--- src/rtl/systolic_feed_ctrl.sv ---
// Feed sequencer for a DIM x DIM output-stationary systolic array: latches A/B,
// clears the array, streams skewed rows/columns, waits out the array latency, captures results.
module systolic_feed_ctrl #(
    parameter  int BUS_WIDTH  = 32,
    parameter  int DATA_WIDTH = 8,
    parameter  int ARR_LAT    = 1,
    localparam int DIM        = BUS_WIDTH / DATA_WIDTH
) (
    input  logic                              clk_i,
    input  logic                              rst_ni,
    input  logic                              start_i,
    input  logic [DIM*DIM*DATA_WIDTH-1:0]     a_mat_i,
    input  logic [DIM*DIM*DATA_WIDTH-1:0]     b_mat_i,
    output logic [DIM*DATA_WIDTH-1:0]         west_o,
    output logic [DIM*DATA_WIDTH-1:0]         north_o,
    output logic                              arr_clr_o,
    input  logic [DIM*BUS_WIDTH*DIM-1:0]      fin_r_i,
    input  logic [DIM*DIM-1:0]                ouflow_i,
    output logic                              busy_o,
    output logic                              done_o,
    output logic [DIM*BUS_WIDTH*DIM-1:0]      result_o,
    output logic [DIM*DIM-1:0]                ovf_o
);

    localparam int KW     = $clog2(3 * DIM);
    localparam int K_LAST = 3 * DIM - 3;
    localparam int WW     = (ARR_LAT > 1) ? $clog2(ARR_LAT) : 1;
    localparam logic [WW-1:0] W_INIT = (ARR_LAT > 0) ? WW'(ARR_LAT - 1) : '0;

    typedef enum logic [2:0] {
        S_IDLE  = 3'd0,
        S_CLEAR = 3'd1,
        S_FEED  = 3'd2,
        S_WAIT  = 3'd3,
        S_DONE  = 3'd4
    } state_e;

    state_e                              state_q;
    logic [KW-1:0]                       k_q;
    logic [WW-1:0]                       wcnt_q;
    logic [DIM*DIM*DATA_WIDTH-1:0]       a_q, b_q;
    logic [DIM*DATA_WIDTH-1:0]           west_q, north_q;
    logic                                arr_clr_q, busy_q, done_q;
    logic [DIM*BUS_WIDTH*DIM-1:0]        result_q;
    logic [DIM*DIM-1:0]                  ovf_q;

    logic [KW-1:0]                       k_d;
    logic [DIM*DATA_WIDTH-1:0]           west_d, north_d;

    // Operand pattern for the feed step that the next edge will present.
    always_comb begin
        k_d     = (state_q == S_CLEAR) ? '0 : k_q + KW'(1);
        west_d  = '0;
        north_d = '0;
        for (int r = 0; r < DIM; r++) begin
            for (int c = 0; c < DIM; c++) begin
                if (k_d == KW'(r + c)) begin
                    west_d[r*DATA_WIDTH +: DATA_WIDTH]  = a_q[(r*DIM + c)*DATA_WIDTH +: DATA_WIDTH];
                    north_d[c*DATA_WIDTH +: DATA_WIDTH] = b_q[(r*DIM + c)*DATA_WIDTH +: DATA_WIDTH];
                end
            end
        end
    end

    always_ff @(posedge clk_i or negedge rst_ni) begin
        if (!rst_ni) begin
            state_q   <= S_IDLE;
            k_q       <= '0;
            wcnt_q    <= '0;
            a_q       <= '0;
            b_q       <= '0;
            west_q    <= '0;
            north_q   <= '0;
            arr_clr_q <= 1'b0;
            busy_q    <= 1'b0;
            done_q    <= 1'b0;
            result_q  <= '0;
            ovf_q     <= '0;
        end else begin
            west_q    <= '0;
            north_q   <= '0;
            arr_clr_q <= 1'b0;
            done_q    <= 1'b0;
            case (state_q)
                S_IDLE: begin
                    if (start_i) begin
                        a_q       <= a_mat_i;
                        b_q       <= b_mat_i;
                        arr_clr_q <= 1'b1;
                        busy_q    <= 1'b1;
                        state_q   <= S_CLEAR;
                    end
                end
                S_CLEAR: begin
                    k_q     <= k_d;
                    west_q  <= west_d;
                    north_q <= north_d;
                    state_q <= S_FEED;
                end
                S_FEED: begin
                    if (k_q == KW'(K_LAST)) begin
                        k_q <= '0;
                        if (ARR_LAT == 0) begin
                            result_q <= fin_r_i;
                            ovf_q    <= ouflow_i;
                            done_q   <= 1'b1;
                            state_q  <= S_DONE;
                        end else begin
                            wcnt_q  <= W_INIT;
                            state_q <= S_WAIT;
                        end
                    end else begin
                        k_q     <= k_d;
                        west_q  <= west_d;
                        north_q <= north_d;
                    end
                end
                S_WAIT: begin
                    if (wcnt_q == '0) begin
                        result_q <= fin_r_i;
                        ovf_q    <= ouflow_i;
                        done_q   <= 1'b1;
                        state_q  <= S_DONE;
                    end else begin
                        wcnt_q <= wcnt_q - WW'(1);
                    end
                end
                S_DONE: begin
                    busy_q  <= 1'b0;
                    state_q <= S_IDLE;
                end
                default: state_q <= S_IDLE;
            endcase
        end
    end

    assign west_o    = west_q;
    assign north_o   = north_q;
    assign arr_clr_o = arr_clr_q;
    assign busy_o    = busy_q;
    assign done_o    = done_q;
    assign result_o  = result_q;
    assign ovf_o     = ovf_q;

endmodule

--- config.mk ---
export PLATFORM = sky130hd
export DESIGN_NAME = systolic_feed_ctrl
export DESIGN_NICKNAME = d
export VERILOG_FILES = /design/src/rtl/systolic_feed_ctrl.sv
export SDC_FILE = /design/constraint.sdc
export NUM_CORES = 1
export LEC_CHECK = 0
export ABC_AREA = 0
export BUFFER_PORTS_ARGS = -buffer_cell sky130_fd_sc_hd__buf_4
export CORE_AREA = 8 8 525 527
export DETAILED_ROUTE_END_ITERATION = 10
export DIE_AREA = 0 0 533 535
export PLACE_DENSITY = 0.3
export SLEW_MARGIN = 15
export SYNTH_ARGS = -nofsm -noshare
export SYNTH_HDL_FRONTEND = slang
export SYNTH_SLANG_ARGS = --single-unit
export TNS_END_PERCENT = 1
--- constraint.sdc ---
create_clock -name clk_i -period 2.05 [get_ports clk_i]
set_input_delay 0.3075 -clock clk_i [delete_from_list [all_inputs] [get_ports clk_i]]
set_output_delay 0.3075 -clock clk_i [all_outputs]
set_load 0.02 [all_outputs]
After elaboration in Yosys (flattened, before gate mapping) --
Index checks and enable logic that the tools add are counted.
Word-level totals: register bits 859, bits of input ports 787, logic and storage cells 91
Cells by class: bitwise gates (word level) 1, reductions and logical operators 10, multiplexer cells 52, $add $sub $neg 2, equal/unequal tests 14
Operators by type and width (number):
- $mux W8 | 32
- $pmux W32 S2 | 2
- $mux W32 | 2
- $eq A4 B3 Y1 const B | 3
- $pmux W3 S4 | 1
- $mux W3 | 3
- $eq A4 B2 Y1 const B | 2
- $mux W4 | 2
- $pmux W4 S2 | 1
- $reduce_and A2 Y1 | 4
- $mux W1 | 7
- $eq A3 B2 Y1 const B | 2
- $ne A2 B2 Y1 const B | 3
- $reduce_bool A2 Y1 | 3
- $add A4 B1 Y4 const B | 1
- $eq A4 B1 Y1 const B | 1
- $eq A4 B4 Y1 const B | 1
- $logic_not A4 Y1 | 1
- $pmux W1 S2 | 2
- $eq A3 B1 Y1 const B | 1
- $eq A3 B3 Y1 const B | 1
- $logic_not A3 Y1 | 1
- $reduce_and A3 Y1 | 1
- $not A1 Y1 | 1
- $sub A1 B1 Y1 const B | 1

Longest topological paths before layout --
word-level depth 9, depth in mapped cells 10

Worst setup path after synthesis --
Ideal clock, no wire load.
kind register to register, start reg k_q[1], end reg north_q[11] (netlist: north_o[11]), required time 1956 ps, data arrival time 2089 ps, buffers on the path 4, setup slack -133 ps, period minus slack after synthesis 2183 ps, setup time 94 ps, stages on the path, launching flop included 11, path through dfrtp_1 buf_2 inv_1 ha_1 buf_2 and2_0 clkbuf_1 nand4_1 a21o_1 buf_4 a221oi_2
Between the ends: cells in the longest elaborated chain, start to end 9, elaborated cells on any way between the ends 13
RTL lines:
- start: declaration | RTL line 39 | logic [KW-1:0] k_q;
- start signal: assignment | RTL line 95 | k_q <= k_d;
- start signal: assignment | RTL line 113 | k_q <= k_d;
- $add A4 B1 Y4 | RTL line 52 | k_d = (state_q == S_CLEAR) ? '0 : k_q + KW'(1);
- $mux W4 | RTL line 52
- $eq A4 B1 Y1 | RTL line 57 | if (k_d == KW'(r + c)) begin
- $mux W8 (4 in a row) | RTL line 57
- $mux W32 | RTL line 101 | if (k_q == KW'(K_LAST)) begin
- $pmux W32 S2 * | RTL line 84 | case (state_q)
- end signal: assignment | RTL line 97 | north_q <= north_d;
- end signal: assignment | RTL line 115 | north_q <= north_d;
- end: declaration | RTL line 42 | logic [DIM*DATA_WIDTH-1:0] west_q, north_q;
Mark *: on every way between the ends. The rest lies on a longest branch, timed or not. A chain may end at the register's enable or synchronous reset.

Final worst setup path --
start reg k_q[0], end reg west_q[10] (netlist: west_o[10])
Between the ends: cells in the longest elaborated chain, start to end 9, elaborated cells on any way between the ends 13
RTL lines:
- $add A4 B1 Y4 | RTL line 52
- $mux W4 | RTL line 52
- $eq A4 B1 Y1 | RTL line 57
- $mux W8 (4 in a row) | RTL line 57
- $mux W32 | RTL line 101
- $pmux W32 S2 * | RTL line 84
- end signal: assignment | RTL line 96 | west_q <= west_d;
- end signal: assignment | RTL line 114 | west_q <= west_d;
- end: declaration | RTL line 42
Marked as above.

==> metrics <==
Placed Cells=about 7700; Die Height=about 540 µm; Worst Setup SP=k_q[0]; syn_nets=about 3500; share of flip-flops with an asynchronous set or reset=100%; # rows=190; Avg WL per Cell=27.0 µm; CP Capture Type=flip-flop; dpl cell area=50300 µm²; VDD IR max=roughly 1 mV; register-to-register setup slack=-0.02 ns; WL final=between 200 and 250 mm; failing checks=setup timing; endpoints failing setup=4; main combinational cell family by area after synthesis=multiplexers; vias in the first global route=34200; multiplexer share of the synthesized area=between 15 and 20%; nets=around 5800; PortBufs=1381; hpwl dp=roughly 190 mm; worst setup margin=-0.0191 ns; Slew headroom=45.2%; crit-path cells=ha_4 > buf_6 > nor3b_4 > and3_4 > buf_12 > a32oi_1 > a221oi_2; largest net degree at the start of global routing=slightly above 90; Worst Clk Skew=just over 0.04 ns; total power=98900 µW; fraction of layout cells with a size suffix above 1=approximately 46%; grt total ovfl=0; detailed-route DRC error count=0; Die ar.=~290000 µm²; internal power=just under 60000 µW; critical path data required time=about 2.7 ns; HP Class=in -> async; arrival time worst endpoint=2.71 ns; distinct cell type count after synthesis=54; Max Slew Vio Count=0; post-synthesis area per instance=about 12 µm²; CTS Root Cell=clkbuf_16; post-route cell area=about 63000 µm²; # IOs=around 1400; routability congestion estimate=slightly above 0.8; Synth top area share=a little over three fifths; Startpoint Class=flip-flop; post-synth top area cell=dfrtp_1; Final ANT Viol Nets=0; register area share after synthesis=between 60% and 70%; clock share of power=21.5%; Tcrit/Tclk final=101%; top_reg_cell synth=dfrtp_1; Vias=31400; RSZ-0062 raised after global routing=yes; Sequential Power Share=30.7%; detailed-router iteration count before antenna repair=5; synth warn=0; Starting Density=between 10% and 20%; post-synthesis compound-gate area fraction=approximately 4.5%; Crit Path Category=reg -> reg; P per Cell Area=1580 nW/µm²; fin cells=8712; Slowest cell on crit path=dfrtp_2; CP max FO=16; Logic pwr share=47.7%; Largest stage delay, worst path=~0.48 ns; min cycle time layout=between 2 and 2.5 ns; CTS H-tree depth=3; maxcap violations=0; Lkg Pwr=about 0.028 µW; Worst R2R Start=k_q[0]; Hold WS=0.228 ns; CTS tree=yes; Synth Instances=approximately 2700; first-pass GRT wire length=~320 mm; status=finished with violations; Mapped Area=around 34000 µm²; Post-synth top cells=dfrtp_1 (858), nand2_1 (756), mux2_2 (538), buf_2 (103); clk slew on worst S/H paths=around 0.060 ns; initial drt markers=between 1000 and 1500; CTS Buf Count=~120; Global Route Usage Sum=between 10% and 20%; initial antenna violation count=around 120; Via density=approximately 3.6; top-count cell post-synth=dfrtp_1; die width=about 530 µm; Area Overhead vs Synth=83.9%; Max Clk Rate=483 MHz; Synth Area in Adders=less than 1%; clk sinks=858; clk buf depth=3; core area=~270000 µm²; Synth Area in XOR/XNOR=less than 1%; synthesized flop and latch total=858; Final Hold Viols=0; Area contributors post-synth=dfrtp_1 (63%), mux2_2 (18%), nand2_1 (8.3%); Post-synth EDFFs=0; Core Util, Final=23.5%; simple-gate share of the synthesized area=a little under an eighth; Net Sw Frac=41.4%; Clock Latency Late Sink=between 0.7 and 0.8 ns; switching power=41000 µW; Worst Max-Slew Pin Slew=between 0.8 and 0.9 ns
==> stage by stage <==
stage	setup TNS, ns	setup WS [ns]
5_1_grt	-2.56	-0.104
4_1_cts	-0.00409	-0.00409
6_report	-0.0428	-0.0191
2_1_floorplan	-0.0349	-0.00351
3_3_place_gp	-1.48	-0.100
3_5_place_dp	-1.32	-0.0821
==> cell usage in the layout, fill, tap and decap left out, drive strengths merged, types with 24 or more instances in the layout <==
cell type	count
nand4	30
o21ai	24
diode	28
clkbuf	176
clkinv	24
a311oi	31
nand2	757
mux2	538
buf	1576
dlygate4sd3	787
nor2	38
dfrtp	858
a21oi	24
nand3	56
==> power groups by stage <==
stage	Combinational (µW)	Clock, µW	Sequential [µW]
after floorplan	14500	0	36200
after global placement	45800	0	30700
after global routing	50400	22800	31500
after detailed placement	45900	0	30700
after CTS	48000	22300	30500
final	47200	21300	30400
==> routing by layer <==
layer	vias to the layer above	share of wire, %	GRT usage, %	wire length (µm)
met5	-	0.062	0	145
met4	22	1.9	2.62	4460
met3	324	6.9	4.80	16200
met2	1230	49	27.6	116000
met1	15800	42	19.5	99000
li1	14000	-	-	-
==> sequential cells by signal, summed over array words and instances (netlist names) <==
name,flops
a_q,128
busy_o,1
north_o,32
ovf_o,16
result_o,512
k_q,4
arr_clr_o,1
state_q,3
done_o,1
west_o,32
b_q,128
==> what timing repair did <==
action	4_1_cts	5_1_grt
buffers inserted	4	1
pin swaps	7	40
hold endpoints to repair	1235	0
gates resized for setup	13	41
endpoints found under the setup margin	45	81
hold buffers	787	0
cloned	1	3
==> worst paths after layout <==
path / cells after the start / end
setup / recovery: 7 / west_o[10]
hold / removal: 3 / a_q[42]
setup reg to reg: 7 / west_o[10]
hold reg to reg: 2 / a_q[68]
max in group asynchronous: 3 / west_o[7]
min in group clk_i: 4 / a_q[49]
==> logic make-up after synthesis <==
logic type / count (synthesis)
AO/OA/AOI/OAI: 187
XOR/XNOR: 5
adder cells (fa/ha/maj): 2
buffers and inverters: 201
flip-flops: 858
multiplexers: 540
AND/OR/NAND/NOR: 945
==> worst max-delay path: cells and delay by family (launching register included) <==
kind            cells  cell delay (ns)
fa+ha+maj           1             0.31
flops               1             0.48
compound gates      2             0.37
simple gates        2             0.52
buf+inv             2             0.27
==> layout make-up <==
cell class,count,area (µm²)
Antenna cell,28,70.1
Multi-Input combinational cell,1679,11900
Clock buffer,174,3460
Fill cell,28700,204000
Clock inverter,34,524
Inverter,22,90.1
Timing Repair Buffer,2365,20700
Tap cell,3552,4440
Sequential cell,858,21500
Power figures use the tool's default switching activity.
